==> src/rtl/uart_pkg.sv <==
// uart_pkg: shared UART TX types: FSM state encoding, latched frame config and length clamp.
package uart_pkg;

    typedef logic [2:0] state_t;

    localparam state_t S_IDLE   = 3'd0;
    localparam state_t S_START  = 3'd1;
    localparam state_t S_DATA   = 3'd2;
    localparam state_t S_PARITY = 3'd3;
    localparam state_t S_STOP   = 3'd4;

    typedef struct packed {
        logic [3:0]  len;
        logic        parity_en;
        logic        odd;
        logic        stop2;
        logic [31:0] baud_div;
    } cfg_t;

    function automatic logic [3:0] eff_len(input logic [3:0] len, input int unsigned max_len);
        return (len == 4'd0 || 32'(len) > max_len) ? 4'(max_len) : len;
    endfunction

endpackage

==> src/rtl/uart_tx_fifo.sv <==
// uart_tx_fifo: synchronous show-ahead FIFO with full/empty flags; only used when UART_TX_FIFO_EN is defined.
module uart_tx_fifo #(
    parameter int DEPTH = 16,
    parameter int WIDTH = 8
) (
    input  logic             CLK,
    input  logic             RST_N,
    input  logic             push,
    input  logic [WIDTH-1:0] din,
    input  logic             pop,
    output logic [WIDTH-1:0] dout,
    output logic             full,
    output logic             empty
);

    localparam int AW = $clog2(DEPTH);
    localparam logic [AW:0] ONE = 1;

    logic [WIDTH-1:0] mem [DEPTH];
    logic [AW:0]      wp, rp;

    // Extra pointer bit tells full from empty when the indices match.
    assign empty = wp == rp;
    assign full  = (wp[AW] != rp[AW]) && (wp[AW-1:0] == rp[AW-1:0]);
    assign dout  = mem[rp[AW-1:0]];

    always_ff @(posedge CLK or negedge RST_N) begin
        if (!RST_N) begin
            wp <= '0;
            rp <= '0;
        end else begin
            if (push && !full) wp <= wp + ONE;
            if (pop && !empty) rp <= rp + ONE;
        end
    end

    always_ff @(posedge CLK) begin
        if (push && !full) mem[wp[AW-1:0]] <= din;
    end

endmodule

==> src/rtl/uart_tx_engine.sv <==
// uart_tx_engine: UART transmitter with baud divider, valid/ready input and runtime frame format.
// Define UART_TX_FIFO_EN to put a FIFO_DEPTH-entry FIFO in front of the engine.
module uart_tx_engine
    import uart_pkg::*;
#(
    parameter int DATA_WIDTH     = 8,
    parameter int BAUD_DIV_WIDTH = 16,
    parameter int FIFO_DEPTH     = 16
) (
    input  logic                      CLK,
    input  logic                      RST_N,
    input  logic [BAUD_DIV_WIDTH-1:0] iBAUD_DIV,
    input  logic [3:0]                iDATA_LEN,
    input  logic                      iPARITY_EN,
    input  logic                      iODD_PARITY,
    input  logic                      iSTOP_BIT,
    input  logic                      iVALID,
    input  logic [DATA_WIDTH-1:0]     iDATA,
    output logic                      oREADY,
    output logic                      oBUSY,
    output logic                      oTX_DONE,
    output logic                      oUART_TX
);

    if (DATA_WIDTH < 5 || DATA_WIDTH > 9 || BAUD_DIV_WIDTH > 32 || FIFO_DEPTH < 2 ||
        (FIFO_DEPTH & (FIFO_DEPTH - 1)) != 0) begin : g_bad_param
        $error("uart_tx_engine: illegal DATA_WIDTH, BAUD_DIV_WIDTH or FIFO_DEPTH");
    end

    state_t                st;
    cfg_t                  cfg_in, cfg_q;
    logic [31:0]           cnt;
    logic [3:0]            bit_cnt;
    logic [DATA_WIDTH-1:0] shreg, word;
    logic                  par_in, par_q, tx_q;
    logic                  avail, take, tick, last_stop, last_data, line_nxt;

    assign cfg_in = '{len:       eff_len(iDATA_LEN, DATA_WIDTH),
                      parity_en: iPARITY_EN,
                      odd:       iODD_PARITY,
                      stop2:     iSTOP_BIT,
                      baud_div:  32'(iBAUD_DIV)};

`ifdef UART_TX_FIFO_EN
    logic fifo_full, fifo_empty;

    uart_tx_fifo #(.DEPTH(FIFO_DEPTH), .WIDTH(DATA_WIDTH)) u_fifo (
        .CLK   (CLK),
        .RST_N (RST_N),
        .push  (iVALID),
        .din   (iDATA),
        .pop   (take),
        .dout  (word),
        .full  (fifo_full),
        .empty (fifo_empty)
    );

    assign oREADY = !fifo_full;
    assign avail  = !fifo_empty;
`else
    assign oREADY = st == S_IDLE;
    assign avail  = iVALID;
    assign word   = iDATA;
`endif

    assign take      = (st == S_IDLE) && avail;
    assign tick      = cnt == 32'd0;
    assign last_stop = !cfg_q.stop2 || bit_cnt[0];
    assign last_data = bit_cnt == cfg_q.len - 4'd1;
    assign oTX_DONE  = (st == S_STOP) && tick && last_stop;
    assign oBUSY     = st != S_IDLE;
    assign oUART_TX  = tx_q;

    // Parity covers only the bits actually sent.
    always_comb begin
        par_in = cfg_in.odd;
        for (int i = 0; i < DATA_WIDTH; i++) par_in = par_in ^ (word[i] & (i < int'(cfg_in.len)));
    end

    // Line lags the state by one register stage.
    assign line_nxt = (st == S_START)  ? 1'b0     :
                      (st == S_DATA)   ? shreg[0] :
                      (st == S_PARITY) ? par_q    : 1'b1;

    always_ff @(posedge CLK or negedge RST_N) begin
        if (!RST_N) begin
            st      <= S_IDLE;
            cfg_q   <= '0;
            cnt     <= '0;
            bit_cnt <= '0;
            shreg   <= '0;
            par_q   <= 1'b0;
            tx_q    <= 1'b1;
        end else begin
            tx_q <= line_nxt;
            cnt  <= (st == S_IDLE) ? cfg_in.baud_div : tick ? cfg_q.baud_div : cnt - 32'd1;
            if (take) begin
                shreg   <= word;
                cfg_q   <= cfg_in;
                par_q   <= par_in;
                bit_cnt <= '0;
                st      <= S_START;
            end else if (tick) begin
                case (st)
                    S_START:  st <= S_DATA;
                    S_DATA: begin
                        shreg   <= shreg >> 1;
                        bit_cnt <= last_data ? 4'd0 : bit_cnt + 4'd1;
                        if (last_data) st <= cfg_q.parity_en ? S_PARITY : S_STOP;
                    end
                    S_PARITY: st <= S_STOP;
                    S_STOP: begin
                        bit_cnt <= bit_cnt + 4'd1;
                        if (last_stop) st <= S_IDLE;
                    end
                    default:  st <= S_IDLE;
                endcase
            end
        end
    end

endmodule

==> config.mk <==
export PLATFORM = sky130hd
export DESIGN_NAME = uart_tx_engine
export DESIGN_NICKNAME = d
export VERILOG_FILES = /design/src/rtl/uart_pkg.sv /design/src/rtl/uart_tx_fifo.sv /design/src/rtl/uart_tx_engine.sv
export SDC_FILE = /design/constraint.sdc
export NUM_CORES = 1
export LEC_CHECK = 0
export CORE_UTILIZATION = 61
export CTS_CLUSTER_DIAMETER = 50
export DETAILED_ROUTE_END_ITERATION = 6
export PLACE_DENSITY_LB_ADDON = 0.25
export RECOVER_POWER = 25
export SLEW_MARGIN = 5
export SYNTH_ARGS = -nofsm -noshare
export SYNTH_HDL_FRONTEND = slang
export SYNTH_SLANG_ARGS = --single-unit
==> constraint.sdc <==
create_clock -name CLK -period 6.6 [get_ports CLK]
set_input_delay 1.32 -clock CLK [delete_from_list [all_inputs] [get_ports CLK]]
set_output_delay 1.32 -clock CLK [all_outputs]
set_load 0.1 [all_outputs]
==> impl_metrics.py, run 1 <==
metrics = {
    "pwr": {
        "post-layout-total-power_w": 0.00105,
        "p_per_area_mw_per_mm2": 237,
        "vdd_drop_max_v": 0.000224,
        "total_leakage_power_nw": 2.01,
    },
    "layout": {
        "post_route_cells_drive_above_1_share_pct": 6.13,
        "utilization_pct": 74.4,
        "antenna_cells": 0,
        "area_growth_syn_to_layout_pct": 17.1,
        "number_of_nets_in_the_final_layout": 506,
        "fin_cells": 548,
    },
    "synthesis": {
        "netlist_top_cells_area": "sky130_fd_sc_hd__dfrtp_1, sky130_fd_sc_hd__nand2_1, sky130_fd_sc_hd__nor2_1, sky130_fd_sc_hd__xor2_1, sky130_fd_sc_hd__xnor2_1",
        "synthesis.area_per_instance_um2": 8.64,
        "synth_largest_area_cell": "sky130_fd_sc_hd__dfrtp_1",
        "netlist-cell-type-count": 52,
        "synth.yosys.warnings": 0,
        "synth_sequential_area_ratio_pct": 47.0,
        "synthDominantCellAreaShare_pct": 46.3,
        "syn-num-nets": 476,
        "synth-edff-count": 0,
        "post_synth_inst_count": 438,
        "synth_flop_cell": "sky130_fd_sc_hd__dfrtp_1",
        "synth.ff_latch_count": 71,
        "synthesis.area_mm2": 0.00378,
        "ys_async_sr_fraction_pct": 100,
    },
    "placed_design": {
        "worst_slack_at_placement_ps": 1970,
        "placement.io_buffers": 37,
        "hpwl_um": 5300,
        "post-place-cells": 532,
        "place_congestion": 0.808,
    },
    "global_route": {
        "grt_pass1_vias": 3129,
        "groute.usage.overall_pct": 27.8,
        "grt_overflow_total": 0,
        "initial_antenna_violation_count": 0,
        "first_pass_grt_wire_length_um": 13700,
        "grt_start_max_net_pins": 72,
    },
    "clock_network": {
        "clk_root_buffer_cell": "sky130_fd_sc_hd__clkbuf_8",
        "htreeDepth": 3,
        "cts_post_setup_buffers_inserted": 0,
        "worst_skew_pair.late_latency_ps": 360,
        "clock-sinks": 71,
        "cts_inserted_buffers": 9,
        "post_cts_hold_buffer_count": 0,
        "clock_tree_from_tritoncts": "built",
        "cts_repair_resize_count": 0,
        "clock_path_buffers": 2,
        "post_cts_clock_slew_at_the_launch_and_capture_registers_of_the_worst_setup_and_hold_paths_ps": 80,
    },
    "worst_setup_path": {
        "crit_chain": "nor4_1 -> nand3_1 -> nor4_4 -> buf_4 -> o2111a_1 -> clkdlybuf4s50_1",
        "cp_slowest_cell": "sky130_fd_sc_hd__clkdlybuf4s50_1",
        "worstPathArrival_ps": 3720,
        "critPathMaxStageDelay_ps": 1130,
        "path_delay_family": "buffers and inverters",
        "critPathLaunchType": "flop",
        "crit_path_max_fanout": 25,
        "cp_data_required_time_ps": 5280,
        "criticalPathCategory": "reg -> out",
        "critical_path.n_buffers_inverters": 2,
        "timing.critical_path.to_type": "primary output",
    },
    "sta": {
        "maxSlewViolCount": 72,
        "layout_setup_ws_ps": 1560,
        "timing.final.setup_violations": 0,
        "worstMarginPinSlew_ps": 3690,
        "period_minus_slack_ps": 5040,
        "hold_viol_final": 0,
        "fin_crit_sh_pct": 76.4,
        "relative_max_transition_margin_pct": -146,
        "setup_total_negative_slack_ps": 0,
        "finalClockSkew_ps": 6.46,
        "rsz0062_at_grt": "false",
        "highest_clock_rate_mhz": 198,
    },
    "drt": {
        "dr_wl_met3_um": 260,
        "drtPass1Iterations": 4,
        "ant_nets": 0,
        "routed-wl-met2_um": 3940,
        "via_count": 3096,
        "highest_layer": "met4",
        "remaining_drc_errors": 0,
        "wirelength_met1_um": 3670,
        "post_drt_wl_per_cell_um": 14.6,
        "detailedRoute.firstIterationViolations": 227,
        "routed_wl_um": 7980,
        "via_per_inst": 5.65,
    },
    "die": {
        "core_area_mm2": 0.00596,
        "die_width_um": 80.7,
        "die-height_um": 80.7,
        "floorplan.initialDensity_pct": 63.5,
        "die-area_mm2": 0.00652,
        "floorplan.io_pins": 38,
        "placementRows": 28,
    },
    "flow_run": {
        "drv_cap": 1,
    },
    "outcome": {
        "run_status": "finished with violations",
        "failing_checks": "capacitance limit, slew limit",
    },
    "worst_hold_path": {
        "hold_path_class": "reg -> reg",
    },
}
-- report_power, final --
group	leakage [nW]	internal [W]	switching (W)
Combinational	0.990	0.0000622	0.0000662
Clock	0.130	0.000272	0.000168
Sequential	0.888	0.000456	0.0000261
-- cell type report --
class / instances / area, um2
Multi-Input combinational cell: 337 / 1890
Sequential cell: 71 / 1780
Fill cell: 438 / 1530
Timing Repair Buffer: 40 / 384
Clock buffer: 11 / 151
Clock inverter: 5 / 104
Tap cell: 75 / 93.8
Inverter: 9 / 33.8
-- per-stage QoR --
step                area [um2]  hold slack, ps
finish                    4430             479
global route              4430             506
CTS                       4430             476
detailed placement        4180             457
global placement          4180             452
floorplan                 3780             440
-- cell usage after synthesis, types with 8 or more instances --
master                     instances
sky130_fd_sc_hd__nor3_1           10
sky130_fd_sc_hd__nand2_1         106
sky130_fd_sc_hd__xor2_1           20
sky130_fd_sc_hd__dfrtp_1          70
sky130_fd_sc_hd__nand2b_1          8
sky130_fd_sc_hd__xnor2_1          18
sky130_fd_sc_hd__clkbuf_1         18
sky130_fd_sc_hd__inv_1             9
sky130_fd_sc_hd__a21oi_1          15
sky130_fd_sc_hd__nor2_1           54
sky130_fd_sc_hd__o21ai_0          25
-- routing by layer --
| metal | track usage (%) | up-vias |
|---|---|---|
| met5 | 0 | - |
| met4 | 12.9 | 0 |
| met3 | 5.28 | 15 |
| met2 | 46.6 | 60 |
| met1 | 34.9 | 1489 |
| li1 | - | 1532 |
-- registers in the layout, indices dropped and copies added, names as in the netlist --
signal    count
shreg         8
bit_cnt       4
par_q         1
st            3
cfg_q        22
oUART_TX      1
cnt          32
-- worst register-to-register path: cells and delay by family (launching register included) --
| kind | cells | cell delay, ps |
|---|---|---|
| AND/OR/NAND/NOR | 3 | 1720 |
| buffers and inverters | 1 | 640 |
| AO/OA/AOI/OAI | 2 | 240 |
| flip-flops | 1 | 450 |
-- placed cells by master, fill, tap and decap left out, drive strengths merged, types with 2 or more instances in the layout --
cell type      netlist  final
clkinv               0      2
clkbuf              18     12
a21oi               16     16
o2bb2ai              2      2
nor4                 7      7
buf                  3      3
o21ai               25     25
and2                 2      2
or4                  4      4
or2                  3      3
nor2b                3      3
nand3                7      7
xor2                20     20
nand3b               5      5
mux2i                4      4
o31ai                3      3
nand2              106    106
inv                  9      9
xnor2               18     18
o31a                 2      2
clkdlybuf4s50        0     36
and3                 2      2
nand2b               8      8
a2bb2oi              2      2
ha                   4      4
a31oi                7      7
a22oi                2      2
dfrtp               70     70
o22ai                3      3
bufinv               0      3
nor3                10     10
nor2                54     54
-- cells by family (layout without fill, tap and decap cells) --
logic type	count (synthesis)	count (layout)	share of synthesized area (%)
DFF	71	71	47.0
AOI/OAI and AO/OA	72	72	11.9
adders and majority gates	4	4	1.32
xor gates and xnor gates	39	39	9.39
buffers and inverters	30	65	3.14
muxes	5	5	1.36
and+or+nand+nor	217	217	25.9
-- final timing paths --
kind,from,endpoint,slack [ps],depth (start not counted)
max,cnt[8]$_DFF_PN0_,oTX_DONE,1560,6
min,cfg_q[15]$_DFFE_PN0P_,cfg_q[15]$_DFFE_PN0P_,480,2
max reg2reg,st[2]$_DFFE_PN0P_,bit_cnt[3]$_DFFE_PN0P_,3460,6
min reg2reg,cfg_q[15]$_DFFE_PN0P_,cfg_q[15]$_DFFE_PN0P_,480,2
max in group asynchronous,RST_N,cnt[7]$_DFF_PN0_,2200,2
min in group asynchronous,RST_N,bit_cnt[1]$_DFFE_PN0P_,2340,2
(Power assumes the default switching activity.)
==> inputs of run 2 (changes only) <==
--- a/config.mk
+++ b/config.mk
@@ -5,7 +5,7 @@
 export SDC_FILE = /design/constraint.sdc
 export NUM_CORES = 1
 export LEC_CHECK = 0
-export CORE_UTILIZATION = 61
+export CORE_UTILIZATION = 57
 export CTS_CLUSTER_DIAMETER = 50
 export DETAILED_ROUTE_END_ITERATION = 6
 export PLACE_DENSITY_LB_ADDON = 0.25
==> constraint.sdc (replaced) <==
create_clock -name CLK -period 5.2 [get_ports CLK]
set_input_delay 1.04 -clock CLK [delete_from_list [all_inputs] [get_ports CLK]]
set_output_delay 1.04 -clock CLK [all_outputs]
set_load 0.1 [all_outputs]
==> impl_metrics.py, run 2 (same netlist as run 1, synthesis figures left out) <==
metrics = {
    "sta": {
        "maxSlewViolCount": 74,
        "period_minus_slack_ps": 3950,
        "setup_total_negative_slack_ps": 0,
        "worstMarginPinSlew_ps": 2000,
        "fin_crit_sh_pct": 76.0,
        "rsz0062_at_grt": "false",
        "timing.final.setup_violations": 0,
        "highest_clock_rate_mhz": 253,
        "relative_max_transition_margin_pct": -33.6,
        "finalClockSkew_ps": 11.7,
        "hold_viol_final": 0,
    },
    "clock_network": {
        "worst_skew_pair.late_latency_ps": 350,
        "htreeDepth": 3,
        "post_cts_hold_buffer_count": 0,
        "cts_repair_resize_count": 0,
        "clk_root_buffer_cell": "sky130_fd_sc_hd__clkbuf_8",
        "cts_inserted_buffers": 9,
        "post_cts_clock_slew_at_the_launch_and_capture_registers_of_the_worst_setup_and_hold_paths_ps": 80,
        "cts_post_setup_buffers_inserted": 0,
        "clock_path_buffers": 2,
        "clock-sinks": 71,
        "clock_tree_from_tritoncts": "built",
    },
    "worst_setup_path": {
        "critPathMaxStageDelay_ps": 540,
        "critPathLaunchType": "flop",
        "cp-startpoint": "cnt[8]$_DFF_PN0_",
        "cp_data_required_time_ps": 4160,
        "worstPathArrival_ps": 2910,
        "regToRegStartpoint": "cnt[17]$_DFF_PN0_",
        "crit_path_max_fanout": 25,
        "crit_chain": "nor4_1 -> nand3_1 -> nor4_4 -> buf_4 -> o2111a_1 -> buf_4",
        "cp_slowest_cell": "sky130_fd_sc_hd__nor4_1",
        "criticalPathCategory": "reg -> out",
        "timing.critical_path.to_type": "primary output",
        "cp_common_cell": "sky130_fd_sc_hd__buf_4",
    },
    "die": {
        "floorplan.io_pins": 38,
        "die-area_mm2": 0.00697,
        "floorplan.initialDensity_pct": 59.2,
        "die_width_um": 83.5,
        "die-height_um": 83.5,
        "core_area_mm2": 0.00639,
        "placementRows": 29,
    },
    "drt": {
        "via_count": 3094,
        "drtPass1Iterations": 4,
        "post_drt_wl_per_cell_um": 14.4,
        "ant_nets": 0,
        "routed_wl_um": 7940,
        "via_per_inst": 5.62,
        "remaining_drc_errors": 0,
        "detailedRoute.firstIterationViolations": 227,
    },
    "layout": {
        "area_growth_syn_to_layout_pct": 16.1,
        "utilization_pct": 68.8,
        "largest_reg_flops": 32,
        "number_of_nets_in_the_final_layout": 507,
        "layout.cells.most_common": "sky130_fd_sc_hd__nand2_1",
        "largest-register": "cnt",
        "post_route_cells_drive_above_1_share_pct": 6.12,
        "antenna_cells": 0,
        "largest_registers": "cnt (32), cfg_q (22), shreg (8)",
        "most-common-layout-cells": "sky130_fd_sc_hd__nand2_1, sky130_fd_sc_hd__dfrtp_1, sky130_fd_sc_hd__nor2_1, sky130_fd_sc_hd__clkdlybuf4s50_1, sky130_fd_sc_hd__o21ai_0",
        "layout.filler_cells": 503,
    },
    "global_route": {
        "initial_antenna_violation_count": 0,
        "met1_usage_pct": 33.0,
        "grtUsageMet3_pct": 4.35,
        "groute.layer.met2.usage_pct": 42.3,
        "grt_pass1_vias": 3104,
        "grt_start_max_net_pins": 40,
        "groute.usage.overall_pct": 25.4,
        "grt_overflow_total": 0,
        "first_pass_grt_wire_length_um": 14100,
        "top_usage_layer": "met2",
    },
    "outcome": {
        "failing_checks": "capacitance limit, slew limit",
        "run_status": "finished with violations",
    },
    "placed_design": {
        "hpwl_um": 5600,
        "placement.io_buffers": 37,
        "place_congestion": 0.846,
    },
    "worst_hold_path": {
        "hold_path_class": "reg -> reg",
        "worst_hold_startpoint": "cfg_q[10]$_DFFE_PN0P_",
    },
    "pwr": {
        "total_leakage_power_nw": 1.99,
        "p_per_area_mw_per_mm2": 280,
        "vdd_drop_max_v": 0.000243,
        "post-layout-total-power_w": 0.00123,
    },
    "flow_run": {
        "drv_cap": 2,
    },
}
[run 2: per-stage QoR]
step / std cells / instance area [um2] / setup slack (ps) / hold slack [ps]
global route: 551 / 4390 / 759 / 496
finish: 551 / 4390 / 1250 / 478
CTS: 551 / 4400 / 1260 / 480
floorplan: 438 / 3780 / 1250 / 440
detailed placement: 535 / 4190 / 1680 / 461
global placement: 535 / 4190 / 1720 / 453
[run 2: per-layer routing]
| metal | wire (um) | share of wire (%) |
|---|---|---|
| met2 | 3900 | 49 |
| met5 | 0 | 0 |
| met3 | 313 | 3.9 |
| met4 | 137 | 1.7 |
| met1 | 3580 | 45 |
[run 2: cell type report]
class,count,area [um2],share of cell area (%)
inverters,9,33.8,0.769
repair buffers,41,388,8.83
clock buffers,13,169,3.85
flip-flops and latches,71,1780,40.5
clock inverters,3,40.0,0.912
well taps,77,96.3,2.19
multi-input cells,337,1890,42.9
[run 2: final timing paths]
path                            slack (ps)  cells after the start                     end
min in group asynchronous             1140                      1  bit_cnt[1]$_DFFE_PN0P_
worst max register to register        2010                      6       cnt[18]$_DFF_PN0_
worst min-delay path                   480                      2   cfg_q[10]$_DFFE_PN0P_
max in group asynchronous             1470                      2       cnt[30]$_DFF_PN0_
worst max-delay path                  1250                      6                oTX_DONE
worst min register to register         480                      2   cfg_q[10]$_DFFE_PN0P_
[run 2: worst max-delay path, delay by kind of cell (launching register included)]
| kind | cells | cell delay (ps) |
|---|---|---|
| simple gates | 3 | 1300 |
| flops | 1 | 410 |
| buf+inv | 2 | 610 |
| compound gates | 1 | 240 |
[run 2: power by group]
group	internal, W	switching, W
clock network	0.000260	0.000200
registers	0.000579	0.0000299
logic	0.0000790	0.0000833
total	0.000918	0.000313
==> inputs of run 3 (changes only) <==
--- a/config.mk
+++ b/config.mk
@@ -5,7 +5,7 @@
 export SDC_FILE = /design/constraint.sdc
 export NUM_CORES = 1
 export LEC_CHECK = 0
-export CORE_UTILIZATION = 57
+export CORE_UTILIZATION = 51
 export CTS_CLUSTER_DIAMETER = 50
 export DETAILED_ROUTE_END_ITERATION = 6
 export PLACE_DENSITY_LB_ADDON = 0.25
==> constraint.sdc (replaced) <==
create_clock -name CLK -period 3.6 [get_ports CLK]
set_input_delay 0.72 -clock CLK [delete_from_list [all_inputs] [get_ports CLK]]
set_output_delay 0.72 -clock CLK [all_outputs]
set_load 0.1 [all_outputs]
==> impl_metrics.py, run 3 (same netlist as run 1, synthesis figures left out) <==
metrics = {
    "outcome": {
        "run_status": "finished with violations",
        "failing_checks": "capacitance limit, slew limit",
    },
    "clock_network": {
        "cts_post_setup_buffers_inserted": 0,
        "post_cts_hold_buffer_count": 0,
        "clock-sinks": 71,
        "cts_repair_resize_count": 0,
        "clock_path_buffers": 2,
        "post_cts_clock_slew_at_the_launch_and_capture_registers_of_the_worst_setup_and_hold_paths_ps": 70,
        "worst_skew_pair.late_latency_ps": 350,
        "clock_tree_from_tritoncts": "built",
        "cts_inserted_buffers": 9,
        "htreeDepth": 3,
        "clk_root_buffer_cell": "sky130_fd_sc_hd__clkbuf_8",
    },
    "sta": {
        "period_minus_slack_ps": 3250,
        "worstMarginPinSlew_ps": 2490,
        "fin_crit_sh_pct": 90.3,
        "setup_total_negative_slack_ps": 0,
        "maxSlewViolCount": 49,
        "hold_viol_final": 0,
        "relative_max_transition_margin_pct": -65.9,
        "timing.final.setup_violations": 0,
        "final.hold.worst_slack_ps": 479,
        "rsz0062_at_grt": "false",
        "finalClockSkew_ps": 4.28,
        "highest_clock_rate_mhz": 308,
    },
    "pwr": {
        "vdd_drop_max_v": 0.000253,
        "p_per_area_mw_per_mm2": 401,
        "total_leakage_power_nw": 2.00,
    },
    "global_route": {
        "grt_start_max_net_pins": 49,
        "groute.usage.overall_pct": 23.1,
        "grtUsageMet3_pct": 3.49,
        "grt_pass1_vias": 2970,
        "grt_overflow_total": 0,
        "first_pass_grt_wire_length_um": 13600,
        "met1_usage_pct": 30.2,
        "top_usage_layer": "met2",
        "initial_antenna_violation_count": 0,
        "groute.layer.met2.usage_pct": 37.7,
    },
    "placed_design": {
        "place_congestion": 0.796,
        "hpwl_um": 5680,
        "place_area_mm2": 0.00424,
        "placement.io_buffers": 37,
    },
    "flow_run": {
        "drv_cap": 1,
    },
    "layout": {
        "number_of_nets_in_the_final_layout": 509,
        "multi_input_gate_area_in_the_final_layout_mm2": 0.00189,
        "layout.filler_cells": 663,
        "layout.cells.most_common": "sky130_fd_sc_hd__nand2_1",
        "post_route_cells_drive_above_1_share_pct": 7.35,
        "area_growth_syn_to_layout_pct": 17.5,
        "final_design_area_no_fill_mm2": 0.00445,
        "largest_registers": "cnt (32), cfg_q (22), shreg (8)",
        "most-common-layout-cells": "sky130_fd_sc_hd__nand2_1, sky130_fd_sc_hd__dfrtp_1, sky130_fd_sc_hd__nor2_1, sky130_fd_sc_hd__clkdlybuf4s50_1, sky130_fd_sc_hd__o21ai_0",
        "largest_reg_flops": 32,
        "antenna_cells": 0,
        "ff_latch_area_mm2": 0.00178,
        "largest-register": "cnt",
        "utilization_pct": 61.6,
    },
    "drt": {
        "drtPass1Iterations": 4,
        "remaining_drc_errors": 0,
        "post_drt_wl_per_cell_um": 14.0,
        "routed_wl_um": 8030,
        "via_per_inst": 5.35,
        "via_count": 3076,
        "ant_nets": 0,
        "detailedRoute.firstIterationViolations": 140,
    },
    "worst_setup_path": {
        "worstPathArrival_ps": 2530,
        "cp_data_required_time_ps": 2880,
        "timing.critical_path.to_type": "primary output",
        "criticalPathCategory": "reg -> out",
        "crit_path_max_fanout": 4,
        "critPathLaunchType": "flop",
    },
    "die": {
        "die-height_um": 88.1,
        "floorplan.initialDensity_pct": 52.4,
        "die-area_mm2": 0.00777,
        "die_width_um": 88.1,
        "core_area_mm2": 0.00721,
        "floorplan.io_pins": 38,
        "placementRows": 31,
    },
    "worst_hold_path": {
        "hold_path_class": "reg -> reg",
    },
}
==> run 3: cell types whose count changed in the layout (fill, tap and decap cells not counted) <==
| cell | before | now |
|---|---|---|
| sky130_fd_sc_hd__clkbuf_1 | 3 | 2 |
| sky130_fd_sc_hd__buf_4 | 4 | 8 |
| sky130_fd_sc_hd__o2111a_1 | 1 | 0 |
| sky130_fd_sc_hd__clkdlybuf4s50_1 | 35 | 33 |
| sky130_fd_sc_hd__o2111a_2 | 0 | 1 |
| sky130_fd_sc_hd__buf_12 | 0 | 1 |
==> run 3: power by group <==
| group | switching (W) | leakage [nW] | internal, W |
|---|---|---|---|
| logic | 0.000112 | 1.00 | 0.000115 |
| registers | 0.0000451 | 0.888 | 0.000837 |
| clock network | 0.000297 | 0.109 | 0.000375 |
| total | 0.000454 | 2.00 | 0.00133 |
==> run 3: final timing paths <==
kind | startpoint | end | slack, ps | depth (start not counted)
hold / removal | cfg_q[0]$_DFFE_PN0P_ | cfg_q[0]$_DFFE_PN0P_ | 480 | 2
max in group asynchronous | RST_N | cnt[7]$_DFF_PN0_ | 1060 | 1
setup reg to reg | cnt[17]$_DFF_PN0_ | bit_cnt[3]$_DFFE_PN0P_ | 730 | 7
min in group asynchronous | RST_N | bit_cnt[2]$_DFFE_PN0P_ | 1130 | 1
setup / recovery | cnt[17]$_DFF_PN0_ | oTX_DONE | 350 | 5
hold reg to reg | cfg_q[0]$_DFFE_PN0P_ | cfg_q[0]$_DFFE_PN0P_ | 480 | 2
==> run 3: routing by layer <==
metal  vias to the layer above  part of all wire (%)  wire length, um
met5                         -                     0                0
li1                       1540                     -                -
met3                        19                   2.4              192
met1                      1472                    48             3820
met2                        45                    47             3810
met4                         0                   2.6              206
==> run 3: cell type report <==
class | count | area share [%]
tap | 99 | 2.79
inverter | 9 | 0.760
timing repair buffer | 43 | 9.32
clock buffer | 13 | 3.80
sequential | 71 | 40.0
clock inverter | 3 | 0.901
multi-input combinational | 337 | 42.4
==> run 3: worst max-delay path, stage by stage, from the launching register on <==
cell and delay (ps):
sky130_fd_sc_hd__dfrtp_1 390, sky130_fd_sc_hd__or4_4 570, sky130_fd_sc_hd__or4_4 560, sky130_fd_sc_hd__nor4_4 190
sky130_fd_sc_hd__o2111a_2 290, sky130_fd_sc_hd__buf_12 180
==> run 3: stage by stage <==
| step | instances | worst slack [ps] | power (W) |
|---|---|---|---|
| CTS | 575 | 327 | 0.00179 |
| finish | 575 | 351 | 0.00178 |
| global route | 575 | 191 | 0.00187 |
| floorplan | 438 | 250 | 0.00103 |
| detailed placement | 559 | 720 | 0.00113 |
| global placement | 559 | 757 | 0.00112 |
